--- config.mk ---
export PLATFORM = sky130hd
export DESIGN_NAME = mcb_read_ctrl
export DESIGN_NICKNAME = d
export VERILOG_FILES = /design/src/rtl/mcb_read_ctrl_pkg.sv /design/src/rtl/mcb_read_ctrl_stall_timer.sv /design/src/rtl/mcb_read_ctrl.sv
export SDC_FILE = /design/constraint.sdc
export NUM_CORES = 1
export LEC_CHECK = 0
export BUFFER_PORTS_ARGS = -buffer_cell sky130_fd_sc_hd__buf_4
export CORE_ASPECT_RATIO = 0.6
export CORE_MARGIN = 5
export CORE_UTILIZATION = 40
export CTS_CLUSTER_SIZE = 24
export DETAILED_ROUTE_END_ITERATION = 10
export PLACE_DENSITY = 0.7
export RECOVER_POWER = 50
export SETUP_SLACK_MARGIN = 0.3
export SYNTH_ARGS = -nofsm -noshare
export SYNTH_HDL_FRONTEND = slang
export SYNTH_SLANG_ARGS = --single-unit
--- constraint.sdc ---
create_clock -name clk -period 1.9 [get_ports clk]
set_clock_uncertainty 0.05 [all_clocks]
set_input_delay 0.095 -clock clk [delete_from_list [all_inputs] [get_ports clk]]
set_output_delay 0.095 -clock clk [all_outputs]
set_load 0.03 [all_outputs]
--- src/rtl/mcb_read_ctrl_pkg.sv ---
`default_nettype none
// ============================================================================
// Module   : mcb_read_ctrl_pkg
// Brief    : Shared state encodings and MCB command constants for the
//            instruction-cache fill controller.
// Revision : 1.0 - initial release
// ============================================================================
package mcb_read_ctrl_pkg;

    localparam logic [1:0] c_st_idle  = 2'd0;
    localparam logic [1:0] c_st_cmd   = 2'd1;
    localparam logic [1:0] c_st_read  = 2'd2;
    localparam logic [1:0] c_st_drain = 2'd3;

    typedef enum logic [1:0] {
        S_IDLE  = c_st_idle,
        S_CMD   = c_st_cmd,
        S_READ  = c_st_read,
        S_DRAIN = c_st_drain
    } state_t;

    localparam logic [2:0] MCB_CMD_READ = 3'b001;

    localparam int c_default_burst_words = 8;

endpackage
`default_nettype wire

--- src/rtl/mcb_read_ctrl_stall_timer.sv ---
`default_nettype none
// ============================================================================
// Module   : stall_timer
// Brief    : Counts consecutive stalled cycles; expired fires on the LIMIT-th.
//            Present only when MCB_READ_TIMEOUT_EN is defined.
// Revision : 1.0 - initial release
// ============================================================================
`ifdef MCB_READ_TIMEOUT_EN
module stall_timer #(
    parameter int LIMIT = 1023
) (
    input  logic clk,
    input  logic rst_n,
    input  logic clear,
    input  logic tick,
    output logic expired
);
    localparam int c_cnt_w = $clog2(LIMIT + 1);
    localparam logic [c_cnt_w-1:0] c_last = c_cnt_w'(LIMIT - 1);

    logic [c_cnt_w-1:0] r_cnt;

    assign expired = tick && (r_cnt == c_last);

    always_ff @(posedge clk or negedge rst_n) begin
        if (!rst_n) begin
            r_cnt <= '0;
        end else if (clear || expired) begin
            r_cnt <= '0;
        end else if (tick) begin
            r_cnt <= r_cnt + c_cnt_w'(1);
        end
    end

endmodule
`endif
`default_nettype wire

--- src/rtl/mcb_read_ctrl.sv ---
`default_nettype none
// ============================================================================
// Module   : mcb_read_ctrl
// Brief    : Issues one MCB read burst per cache fill request and streams the
//            returned words. Optional stall timeout: MCB_READ_TIMEOUT_EN.
// Revision : 1.0 - initial release
// ============================================================================
module mcb_read_ctrl
    import mcb_read_ctrl_pkg::*;
#(
    parameter int BURST_WORDS    = c_default_burst_words,
    parameter int TIMEOUT_CYCLES = 1023
) (
    input  logic        clk,
    input  logic        rst_n,
    input  logic        req_valid,
    output logic        req_ready,
    input  logic [29:0] req_addr,
    output logic        word_valid,
    output logic [31:0] word_data,
    output logic [5:0]  word_index,
    output logic        fill_done,
    output logic        fill_error,
    output logic        mem_cmd_en,
    output logic [2:0]  mem_cmd_instr,
    output logic [5:0]  mem_cmd_bl,
    output logic [29:0] mem_cmd_byte_addr,
    input  logic        mem_cmd_full,
    output logic        mem_rd_en,
    input  logic [31:0] mem_rd_data,
    input  logic        mem_rd_empty,
    input  logic        mem_rd_overflow,
    input  logic        mem_rd_error
);
    localparam logic [6:0] c_burst = 7'(BURST_WORDS);
    localparam logic [6:0] c_last  = 7'(BURST_WORDS - 1);
    localparam logic [5:0] c_bl    = 6'(BURST_WORDS - 1);

    state_t      r_state;
    state_t      w_state_nxt;
    logic [29:0] r_addr;
    logic [6:0]  r_count;
    logic        r_word_valid;
    logic        r_fill_done;
    logic        r_fill_error;
    logic [31:0] r_word_data;
    logic [5:0]  r_word_index;

    logic        w_pop;
    logic        w_fault;
    logic        w_timeout;
    logic        w_accept_req;
    logic        w_word_valid_nxt;
    logic        w_fill_done_nxt;
    logic        w_fill_error_nxt;

    assign w_pop        = ((r_state == S_READ) || (r_state == S_DRAIN)) && !mem_rd_empty;
    assign w_fault      = mem_rd_error || mem_rd_overflow;
    assign w_accept_req = (r_state == S_IDLE) && req_valid;

`ifdef MCB_READ_TIMEOUT_EN
    logic w_stall;
    assign w_stall = (r_state == S_READ) && mem_rd_empty;

    stall_timer #(
        .LIMIT(TIMEOUT_CYCLES)
    ) u_stall_timer (
        .clk    (clk),
        .rst_n  (rst_n),
        .clear  (!w_stall),
        .tick   (w_stall),
        .expired(w_timeout)
    );
`else
    assign w_timeout = 1'b0;
`endif

    always_comb begin
        w_state_nxt      = r_state;
        req_ready        = 1'b0;
        mem_cmd_en       = 1'b0;
        w_word_valid_nxt = 1'b0;
        w_fill_done_nxt  = 1'b0;
        w_fill_error_nxt = 1'b0;
        case (r_state)
            S_IDLE: begin
                req_ready = 1'b1;
                if (req_valid) begin
                    w_state_nxt = S_CMD;
                end
            end
            S_CMD: begin
                if (!mem_cmd_full) begin
                    mem_cmd_en  = 1'b1;
                    w_state_nxt = S_READ;
                end
            end
            S_READ: begin
                // A fault outranks completion even on the final word.
                if (w_fault) begin
                    w_fill_error_nxt = 1'b1;
                    w_state_nxt      = S_DRAIN;
                end else if (w_timeout) begin
                    w_fill_error_nxt = 1'b1;
                    w_state_nxt      = S_IDLE;
                end else if (w_pop) begin
                    w_word_valid_nxt = 1'b1;
                    if (r_count == c_last) begin
                        w_fill_done_nxt = 1'b1;
                        w_state_nxt     = S_IDLE;
                    end
                end
            end
            S_DRAIN: begin
                if (mem_rd_empty && ((r_count >= c_burst) || !mem_rd_error)) begin
                    w_state_nxt = S_IDLE;
                end
            end
            default: w_state_nxt = S_IDLE;
        endcase
    end

    // The counter keeps advancing through DRAIN so it also tracks the words still owed.
    always_ff @(posedge clk or negedge rst_n) begin
        if (!rst_n) begin
            r_state      <= S_IDLE;
            r_addr       <= '0;
            r_count      <= '0;
            r_word_valid <= 1'b0;
            r_fill_done  <= 1'b0;
            r_fill_error <= 1'b0;
            r_word_data  <= '0;
            r_word_index <= '0;
        end else begin
            r_state      <= w_state_nxt;
            r_word_valid <= w_word_valid_nxt;
            r_fill_done  <= w_fill_done_nxt;
            r_fill_error <= w_fill_error_nxt;
            if (w_accept_req) begin
                r_addr  <= req_addr & ~30'h3;
                r_count <= '0;
            end else if (w_pop && (r_count < c_burst)) begin
                r_count <= r_count + 7'd1;
            end
            if (w_word_valid_nxt) begin
                r_word_data  <= mem_rd_data;
                r_word_index <= r_count[5:0];
            end
        end
    end

    assign mem_rd_en         = w_pop;
    assign mem_cmd_instr     = MCB_CMD_READ;
    assign mem_cmd_bl        = c_bl;
    assign mem_cmd_byte_addr = r_addr;
    assign word_valid        = r_word_valid;
    assign word_data         = r_word_data;
    assign word_index        = r_word_index;
    assign fill_done         = r_fill_done;
    assign fill_error        = r_fill_error;

endmodule
`default_nettype wire

==> summary.md, run 1 <==
| Metric | Value |
|---|---|
| Initial Utilization | 0.418 |
| Largest family of logic cells by synthesized area | multiplexers |
| Switching pwr | 0.00356 W |
| R2R cell count | 4 |
| Outcome | finished, final reports clean |
| CTS root buf | clkbuf_16 |
| Ports | 152 |
| Clock Sinks | 78 |
| GRT Overall Usage | 0.175 |
| Max-cap violations | 0 |
| Worst hold stages | 3 |
| Drt first pass iters | 4 |
| Synth Register Bits | 78 |
| Leak | 2.63 nW |
| Post-Synth XOR/XNOR Area | 0 |
| RePlAce Congestion | 0.793 |
| FF-to-FF setup slack | 70 ps |
| Startpoint Class | flop |
| Crit. End Element | flop |
| Endpoints failing setup | 0 |
| Remaining Overflow, GRT | 0 |
| Post-synth EDFFs | 0 |
| Post-synthesis adder-cell area fraction | 0.00748 |
| Initial DRC Count | 67 |
| Proportion of synthesized chip area in sequential cells | 0.584 |
| Vias per cell | 4.63 |
| Depth of the CTS H-tree | 3 |
| DR vias | 2556 |
| Vias in the first global route | 2721 |
| Compound-Gate Fraction of Synth Area | 0.0318 |
| Clock period minus worst slack | between 1500 and 2000 ps |
| DRC violations left | 0 |
| Pwr dens | roughly 1700 mW/mm^2 |
| RSZ-0062 raised after global routing | true |
| Pin count of the biggest net entering global routing | 40 |
| Hold Crit Class | in2reg |
| Mux contribution to synthesized area | 0.265 |
| PortBufs | 138 |
| Die area | 0.0103 mm^2 |
| # rows | 25 |
| Worst-margin pin slew | 984 ps |
| Clock-pin slew on the worst setup and hold paths | 60 ps |
| P&R area growth vs syn | 66.2% |
| Worst Path Required | slightly above 2000 ps |
| Antenna diodes | 0 |
| Initial antenna violation count | 0 |
| Die Y | 80.8 um |
| Seq pwr share | 0.306 |
| Max-slew violations | 0 |
| Die W | 128 um |
| Tcrit/Tclk final | 0.965 |
| Synthesized-area fraction occupied by and/or/nand/nor cells | 0.0449 |
| VDD IR max | 0.866 mV |
| Largest fanout on the critical path | 11 |
| Setup_tns | 0 ps |
| Core Area | ~0.008 mm^2 |
| Max frequency | about 0.55 GHz |
| Worst Hold Launch | mem_cmd_full |
| Final Hold Fails | 0 |
| Clk_lat worst skew | 330 ps |
| Synth Cell Area | 0.00334 mm^2 |
| Synth Flop Type | dfrtp_1 |
| Syn avg cell area | around 16 um^2 |
| CTS max path bufs | 2 |
| Worst Hold Endpoint | r_state[0] |
| Detail Route Antenna Nets | 0 |
| Number of CTS-inserted buffers | 9 |
| Slew Limit Headroom | 0.344 |
| Library cells used by synthesis | 33 |
| Post-synth ARST share | 1.00 |
| Power Total | 0.00921 W |
| Cell-internal power | 0.00565 W |
| Post-Route WL | roughly 9500 um |
| Clock power share | 0.223 |
| Share of layout cells above drive strength 1 | 0.428 |
| Reg-to-reg endpoint | word_data[23] |
| Critical Path AT | 2000 ps |
| Sw Ratio | 0.386 |
| Post-DP HPWL | 5790 um |
| Syn Inst Count | 212 |
| First-pass GRT wire length | around 14000 um |
| Ys Warns | 0 |
| Worst r2r src | r_state[0] |
| Fin nets | between 500 and 600 |
| DR WL/cell | 17.2 um |
| Critical setup path kind | reg2reg |
| Comb pwr share | 0.471 |
| CTS tree | done |
==> how the worst max path moves through the flow <==
stage | from | to | slack (ps) | cells past startpoint
2_1_floorplan | r_state[1] | word_data[0] | 150 | 5
4_1_cts | r_state[0] | word_data[27] | 60 | 4
5_1_grt | r_state[1] | mem_rd_en | 10 | 4
3_3_place_gp | r_state[0] | word_data[12] | 110 | 4
6_report | r_state[0] | word_data[23] | 70 | 4
3_5_place_dp | r_state[0] | word_data[27] | 70 | 4
==> critical path: stages (launching register included) <==
cell and delay, ps:
dfrtp_1 370, or4b_4 580, nor2_8 190, clkbuf_16 210
mux2_4 300
==> kinds of logic after synthesis <==
logic type / after synthesis
AND/OR/NAND/NOR: 21
AO/OA/AOI/OAI: 17
flip-flops: 78
multiplexers: 66
other: 2
buffers and inverters: 26
adder cells (fa/ha/maj): 2
==> routing by layer <==
layer | track usage | vias up | routed length [um] | part of all wire
met3 | 0.0611 | 9 | 727 | 0.077
li1 | - | 1171 | - | -
met4 | 0.0508 | 0 | 87 | 0.0092
met5 | 0 | - | 0 | 0
met2 | 0.297 | 111 | 4610 | 0.49
met1 | 0.214 | 1265 | 4050 | 0.43
==> what timing repair did <==
action	4_1_cts	5_1_grt
endpoints found under the hold margin	97	0
gates resized for setup	1	18
pin swaps	3	2
endpoints found under the setup margin	42	69
hold buffers	61	0
gates cloned	1	4
buffers inserted	7	7
==> synth_stat cells (2+ instances only) <==
cell type,n,share of area
dfrtp_1,78,0.58
mux2_1,7,0.024
buf_4,11,0.025
a21oi_1,5,0.0075
or4_1,2,0.0045
and3_1,2,0.0037
ha_1,2,0.0075
buf_12,4,0.024
nor2_1,4,0.0045
inv_1,5,0.0056
nor2b_1,3,0.0056
conb_1,2,0.0022
buf_2,5,0.0075
nand3_1,2,0.0030
o21ai_0,5,0.0075
mux2_4,38,0.17
mux2_2,21,0.071
==> state kept, by name (all words and copies together), names as in the netlist <==
signal	flops
word_data	32
mem_cmd_byte_addr	28
r_count	7
word_index	6
r_state	2
fill_done	1
fill_error	1
word_valid	1
==> power groups by stage <==
| stage | logic [W] | clock network, W | registers (W) |
|---|---|---|---|
| finish | 0.00433 | 0.00205 | 0.00282 |
| CTS | 0.00462 | 0.00212 | 0.00281 |
| floorplan | 0.00160 | 0 | 0.00413 |
| global route | 0.00458 | 0.00217 | 0.00291 |
| global placement | 0.00435 | 0 | 0.00281 |
| detailed placement | 0.00442 | 0 | 0.00282 |
==> through the flow <==
step | instances | worst slack, ps | hold WS [ps] | area, um^2 | util
2_1_floorplan | 221 | 152 | -251 | 3510 | -
3_3_place_gp | 457 | 105 | 39.1 | 4550 | 0.569
3_5_place_dp | 457 | 73.9 | 54.7 | 4550 | 0.569
4_1_cts | 541 | 64.1 | 25.3 | 5610 | 0.701
5_1_grt | 552 | 11.1 | 71.9 | 5560 | 0.694
6_report | 552 | 67.4 | 49.2 | 5560 | 0.694
==> layout make-up <==
class | count | area, um^2
clock inverter | 6 | 135
timing repair buffer | 229 | 1750
inverter | 5 | 18.8
clock buffer | 9 | 225
tap | 108 | 135
sequential | 78 | 1950
multi-input combinational | 117 | 1340
fill | 614 | 2450
==> cell usage in the layout (no fill, tap or decap), types with 3 or more instances in the layout <==
master / instances
a21oi_1: 4
bufinv_16: 4
dfrtp_1: 78
buf_4: 83
buf_6: 4
clkbuf_16: 13
conb_1: 11
clkbuf_1: 70
inv_1: 5
dlygate4sd3_1: 61
nor2b_1: 3
mux2_4: 66
o21ai_0: 5
nor2_1: 3
Note: power is estimated with default switching activity, not from simulation.
==> run 2: changes to the inputs <==
==> constraint.sdc (replaced) <==
create_clock -name clk -period 1.77 [get_ports clk]
set_clock_uncertainty 0.05 [all_clocks]
set_input_delay 0.0885 -clock clk [delete_from_list [all_inputs] [get_ports clk]]
set_output_delay 0.0885 -clock clk [all_outputs]
set_load 0.03 [all_outputs]
==> run 2 against run 1 <==
Effect of this change: the run now ends with setup timing left; worst setup slack got worse by 120 ps; non-clock buffer count decreased by 10; die area unchanged; first-iteration DRC count increased by 24%; highest routed layer unchanged; sequential power increased by 8.5%; sequential share of layout area decreased by 0.17 points; global-route usage increased by 0.59 points; core utilization increased by 0.38 points; sequential cell count unchanged; cell area increased by 0.54%; wire length decreased by 3.1%; final cell count decreased by 1.4%; largest power group unchanged.
==> summary.md, run 2 (synthesized netlist as in run 1, its figures left out) <==
| Metric | Value |
|---|---|
| Post-Place Cell Area | 0.00460 mm^2 (was 0.00455 mm^2) |
| Most common cell after layout, fill and taps aside | buf_4 (unchanged) |
| PortBufs | 138 (unchanged) |
| Min Hold Slack | 34.2 ps (was 49.2 ps) |
| Startpoint Class | flop (unchanged) |
| Largest fanout on the critical path | 11 (unchanged) |
| First-pass GRT wire length | 14400 um (was 13900 um) |
| Post-DP HPWL | 5870 um (was 5790 um) |
| Crit. End Element | flop (unchanged) |
| Share of layout cells above drive strength 1 | 0.467 (was 0.428) |
| Pin count of the biggest net entering global routing | 44 (was 40) |
| Pre-CTS WS | -41.3 ps (was 73.9 ps) |
| Endpoints failing setup | 38 (was 0) |
| FILL cells | 590 (was 614) |
| Critical setup path kind | reg2reg (unchanged) |
| DR vias | 2492 (was 2556) |
| Sequential cell area | 0.00195 mm^2 (about the same) |
| Crit path cell chain | or4b_4 > nor2_8 > clkbuf_16 > mux2_4 (unchanged) |
| RSZ-0062 raised after global routing | true (unchanged) |
| Vias in the first global route | 2691 (was 2721) |
| Hold Crit Class | in2reg (unchanged) |
| CTS max path bufs | 2 (unchanged) |
| GRT Overall Usage | 0.181 (was 0.175) |
| Final worst setup slack | -51.7 ps (was 67.4 ps) |
| Initial antenna violation count | 0 (unchanged) |
| Worst Path Required | 1940 ps (was 2070 ps) |
| Commonest cells after routing, fill and taps aside | buf_4 (89), dfrtp_1 (77), mux2_4 (66) (was buf_4 (83), dfrtp_1 (78), clkbuf_1 (70)) |
| Clock Sinks | 78 (unchanged) |
| Max-cap violations | 0 (unchanged) |
| Worst-margin pin slew | 1110 ps (was 984 ps) |
| Drt first pass iters | 4 (unchanged) |
| Design Area, Final | 0.00559 mm^2 (was 0.00556 mm^2) |
| Clk_lat worst skew | 330 ps (about the same) |
| Failing checks | setup timing |
| Tcrit/Tclk final | 1.03 (was 0.965) |
| Vias per cell | 4.58 (was 4.63) |
| Ports | 152 (unchanged) |
| Worst Path Buf+Inv | 1 (unchanged) |
| Die area | 0.0103 mm^2 (unchanged) |
| Power Total | 0.00981 W (was 0.00921 W) |
| DR WL/cell | 16.9 um (was 17.2 um) |
| Leak | 2.65 nW (was 2.63 nW) |
| Slowest CP cell | or4b_4 (unchanged) |
| Slew Limit Headroom | 0.261 (was 0.344) |
| Final Hold Fails | 0 (unchanged) |
| Fin nets | 501 (was 511) |
| Max frequency | 0.549 GHz (was 0.546 GHz) |
| CTS root buf | clkbuf_16 (unchanged) |
| Number of CTS-inserted buffers | 9 (unchanged) |
| Post-Route WL | 9180 um (was 9480 um) |
| Critical Path AT | 1990 ps (was 2000 ps) |
| VDD IR max | 1.06 mV (was 0.866 mV) |
| RePlAce Congestion | 0.791 (was 0.793) |
| Die W | 128 um (unchanged) |
| DRC violations left | 0 (unchanged) |
| Core Area | 0.00801 mm^2 (unchanged) |
| Initial Utilization | 0.418 (unchanged) |
| # rows | 25 (unchanged) |
| Depth of the CTS H-tree | 3 (unchanged) |
| CP delay by family, top | simple AND/OR/NAND/NOR gates (unchanged) |
| Initial DRC Count | 83 (was 67) |
| Remaining Overflow, GRT | 0 (unchanged) |
| Max-slew violations | 0 (unchanged) |
| Outcome | finished, violations left (was finished, final reports clean) |
| Pwr dens | 1750 mW/mm^2 (was 1660 mW/mm^2) |
| Area of the multi-input gates | 0.00137 mm^2 (was 0.00134 mm^2) |
| Max incr delay on CP | 580 ps (about the same) |
| CTS tree | done (unchanged) |
| P&R area growth vs syn | 67.1% (was 66.2%) |
| Clock period minus worst slack | 1820 ps (was 1830 ps) |
| Max FFs per register | 32 (unchanged) |
| Detail Route Antenna Nets | 0 (unchanged) |
| Clock-pin slew on the worst setup and hold paths | 60 ps (about the same) |
| Die Y | 80.8 um (unchanged) |
## run 2: final timing paths
kind	slack (ps)	cells after the start	endpoint	start
hold / removal	30	3	r_state[0]	mem_cmd_full
setup reg to reg	-50	4	word_data[31]	r_state[0]
max in group asynchronous	450	3	word_data[6]	rst_n
setup / recovery	-50	4	word_data[31]	r_state[0]
min in group asynchronous	460	2	word_data[0]	rst_n
hold reg to reg	460	1	word_data[29]	word_data[29]
## run 2: cell type report
type,instances,area share
sequential,78,0.350
timing repair buffer,219,0.318
multi-input combinational,117,0.245
clock buffer,10,0.0428
tap,108,0.0242
clock inverter,6,0.0168
inverter,5,0.00336
antenna,1,0.000448
## run 2: through the flow
| stage | utilization | cells | setup TNS (ps) |
|---|---|---|---|
| after global placement | 0.575 | 456 | -337 |
| after CTS | 0.711 | 540 | -1100 |
| final | 0.698 | 544 | -1170 |
| after global routing | 0.698 | 543 | -3280 |
| after floorplan | - | 221 | 0 |
| after detailed placement | 0.575 | 456 | -781 |
## run 2: where the power goes
part           internal [W]  switching [W]  total (W)
sequential          0.00256       0.000502    0.00306
combinational       0.00213        0.00261    0.00474
clock               0.00128       0.000721    0.00200
total               0.00597        0.00384    0.00981
## run 2: worst register-to-register path: stages, from the launching register on
cell and delay [ps]:
dfrtp_1 370, or4b_4 580, nor2_8 190, clkbuf_16 220
mux2_4 300
## run 2: timing repair
action	4_1_cts	5_1_grt
cloned	2	1
setup endpoints to repair	59	76
resized for setup	12	8
pin swaps	2	3
endpoints found under the hold margin	102	0
hold buffers	61	0
buffers inserted	5	2
## run 2: routing by layer
layer,share of wire,track usage
met5,0,0
met3,0.084,0.0696
met4,0.0097,0.0551
met1,0.45,0.237
met2,0.46,0.280
==> run 3: changes to the inputs <==
--- a/config.mk
+++ b/config.mk
@@ -12,7 +12,6 @@
 export CTS_CLUSTER_SIZE = 24
 export DETAILED_ROUTE_END_ITERATION = 10
 export PLACE_DENSITY = 0.7
-export RECOVER_POWER = 50
 export SETUP_SLACK_MARGIN = 0.3
 export SYNTH_ARGS = -nofsm -noshare
 export SYNTH_HDL_FRONTEND = slang
==> run 3 against run 2 <==
Effect of this change: the flow still finishes with violations (setup timing); total power up 4.7%; maximum frequency barely moved; sequential power barely moved; global-route usage stayed put; clock-buffer cell count did not move; critical path depth did not move; sequential cell count did not move; first-iteration DRC count increased by 17%.
==> summary.md, run 3 (synthesized netlist as in run 1, its figures left out) <==
| Metric | Value |
|---|---|
| DRC violations left | 0 (unchanged) |
| Clock period minus worst slack | 1820 ps (about the same) |
| Depth of the CTS H-tree | 3 (unchanged) |
| Pin count of the biggest net entering global routing | 44 (unchanged) |
| # rows | 25 (unchanged) |
| Worst-margin pin slew | 575 ps (was 1110 ps) |
| Max frequency | 0.549 GHz (about the same) |
| Hold Crit Class | in2reg (unchanged) |
| Max FFs per register | 32 (unchanged) |
| CTS tree | done (unchanged) |
| GRT Overall Usage | 0.181 (unchanged) |
| Final core occ | 0.723 (was 0.698) |
| RePlAce Congestion | 0.791 (unchanged) |
| Sw Ratio | 0.375 (was 0.391) |
| Die Y | 80.8 um (unchanged) |
| Most common cell after layout, fill and taps aside | buf_4 (unchanged) |
| Vias in the first global route | 2691 (unchanged) |
| Tcrit/Tclk final | 1.03 (about the same) |
| VDD IR max | 1.12 mV (was 1.06 mV) |
| Largest fanout on the critical path | 11 (unchanged) |
| P&R area growth vs syn | 73.0% (was 67.1%) |
| Area of the multi-input gates | 0.00137 mm^2 (unchanged) |
| Clk_lat worst skew | 330 ps (about the same) |
| DR vias | 2480 (was 2492) |
| CTS root buf | clkbuf_16 (unchanged) |
| RSZ-0062 raised after global routing | true (unchanged) |
| Clock-pin slew on the worst setup and hold paths | 60 ps (about the same) |
| CTS max path bufs | 2 (unchanged) |
| Max-slew violations | 0 (unchanged) |
| Post-DP HPWL | 5870 um (unchanged) |
| Initial antenna violation count | 0 (unchanged) |
| Final Hold Fails | 0 (unchanged) |
| Initial Utilization | 0.418 (unchanged) |
| Comb pwr share | 0.505 (was 0.483) |
| Leak | 2.85 nW (was 2.65 nW) |
| Startpoint Class | flop (unchanged) |
| Die W | 128 um (unchanged) |
| Clock power share | 0.196 (was 0.204) |
| Design Area, Final | 0.00579 mm^2 (was 0.00559 mm^2) |
| Fin nets | 501 (unchanged) |
| Ports | 152 (unchanged) |
| Critical Path AT | 1990 ps (about the same) |
| Number of CTS-inserted buffers | 9 (unchanged) |
| Drt first pass iters | 5 (was 4) |
| Seq pwr share | 0.300 (was 0.313) |
| Post-Route WL | 9190 um (was 9180 um) |
| Switching pwr | 0.00385 W (was 0.00384 W) |
| Endpoints failing setup | 38 (unchanged) |
| FILL cells | 538 (was 590) |
| Power Total | 0.0103 W (was 0.00981 W) |
| Max-cap violations | 0 (unchanged) |
| Post-Place Cell Area | 0.00460 mm^2 (unchanged) |
| Clock Sinks | 78 (unchanged) |
| Remaining Overflow, GRT | 0 (unchanged) |
| Final worst setup slack | -52.6 ps (was -51.7 ps) |
| Slew Limit Headroom | 0.617 (was 0.261) |
| Pre-CTS WS | -41.3 ps (unchanged) |
| Commonest cells after routing, fill and taps aside | buf_4 (142), dfrtp_1 (77), mux2_4 (66) (was buf_4 (89), dfrtp_1 (77), mux2_4 (66)) |
| Initial DRC Count | 97 (was 83) |
| Worst Path Required | 1940 ps (about the same) |
| First-pass GRT wire length | 14400 um (unchanged) |
| Share of layout cells above drive strength 1 | 0.586 (was 0.467) |
| PortBufs | 138 (unchanged) |
| Cell-internal power | 0.00642 W (was 0.00597 W) |
| Vias per cell | 4.56 (was 4.58) |
| Detail Route Antenna Nets | 0 (unchanged) |
| Sequential cell area | 0.00195 mm^2 (unchanged) |
| Die area | 0.0103 mm^2 (unchanged) |
| DR WL/cell | 16.9 um (about the same) |
| Core Area | 0.00801 mm^2 (unchanged) |
| Failing checks | setup timing (unchanged) |
| Critical setup path kind | reg2reg (unchanged) |
| Pwr dens | 1770 mW/mm^2 (was 1750 mW/mm^2) |
| Crit. End Element | flop (unchanged) |
| Setup_tns | -1190 ps (was -1170 ps) |
| Outcome | finished, violations left (unchanged) |
-- run 3: stage by stage --
step	hold WS, ps	instances
4_1_cts	17.9	540
3_5_place_dp	71.4	456
6_report	34.7	544
2_1_floorplan	-257	221
5_1_grt	58.2	543
3_3_place_gp	64.7	456
-- run 3: path summary, 6_finish.rpt --
| kind | from | endpoint | slack [ps] | cells past startpoint |
|---|---|---|---|---|
| worst max-delay path | r_state[0] | word_data[12] | -50 | 4 |
| worst min-delay path | mem_cmd_full | r_state[0] | 30 | 3 |
| worst max register to register | r_state[0] | word_data[12] | -50 | 4 |
| worst min register to register | mem_cmd_byte_addr[12] | mem_cmd_byte_addr[12] | 460 | 1 |
| max in group asynchronous | rst_n | word_data[6] | 820 | 3 |
| min in group asynchronous | rst_n | word_data[0] | 250 | 2 |
-- run 3: power groups by stage --
stage,sequential [W],clock (W),combinational [W]
after floorplan,0.00443,0,0.00177
after global placement,0.00306,0,0.00473
after detailed placement,0.00305,0,0.00481
after CTS,0.00306,0.00207,0.00510
after global routing,0.00318,0.00214,0.00545
final,0.00308,0.00201,0.00518
-- run 3: area by class of cell --
| class | instances | share of cell area |
|---|---|---|
| Antenna cell | 1 | 0.000433 |
| Clock buffer | 10 | 0.0413 |
| Clock inverter | 6 | 0.0162 |
| Inverter | 5 | 0.00324 |
| Multi-Input combinational cell | 117 | 0.237 |
| Sequential cell | 78 | 0.338 |
| Tap cell | 108 | 0.0234 |
| Timing Repair Buffer | 219 | 0.341 |
-- run 3: timing repair --
action	CTS	global route
buffers inserted	5	2
gates resized for setup	12	8
hold buffers	61	0
pin swaps	2	3
gates cloned	2	1
endpoints found under the setup margin	59	76
endpoints found under the hold margin	102	0
-- run 3: metal layers --
layer	track usage	wire length, um
met5	0	0
met4	0.0551	83
met3	0.0696	809
met1	0.237	4080
met2	0.280	4220
-- run 3: critical path, cell delays in order, from the launching register on --
cell       delay (ps)
dfrtp_1           370
or4b_4            580
nor2_8            190
clkbuf_16         210
mux2_4            300
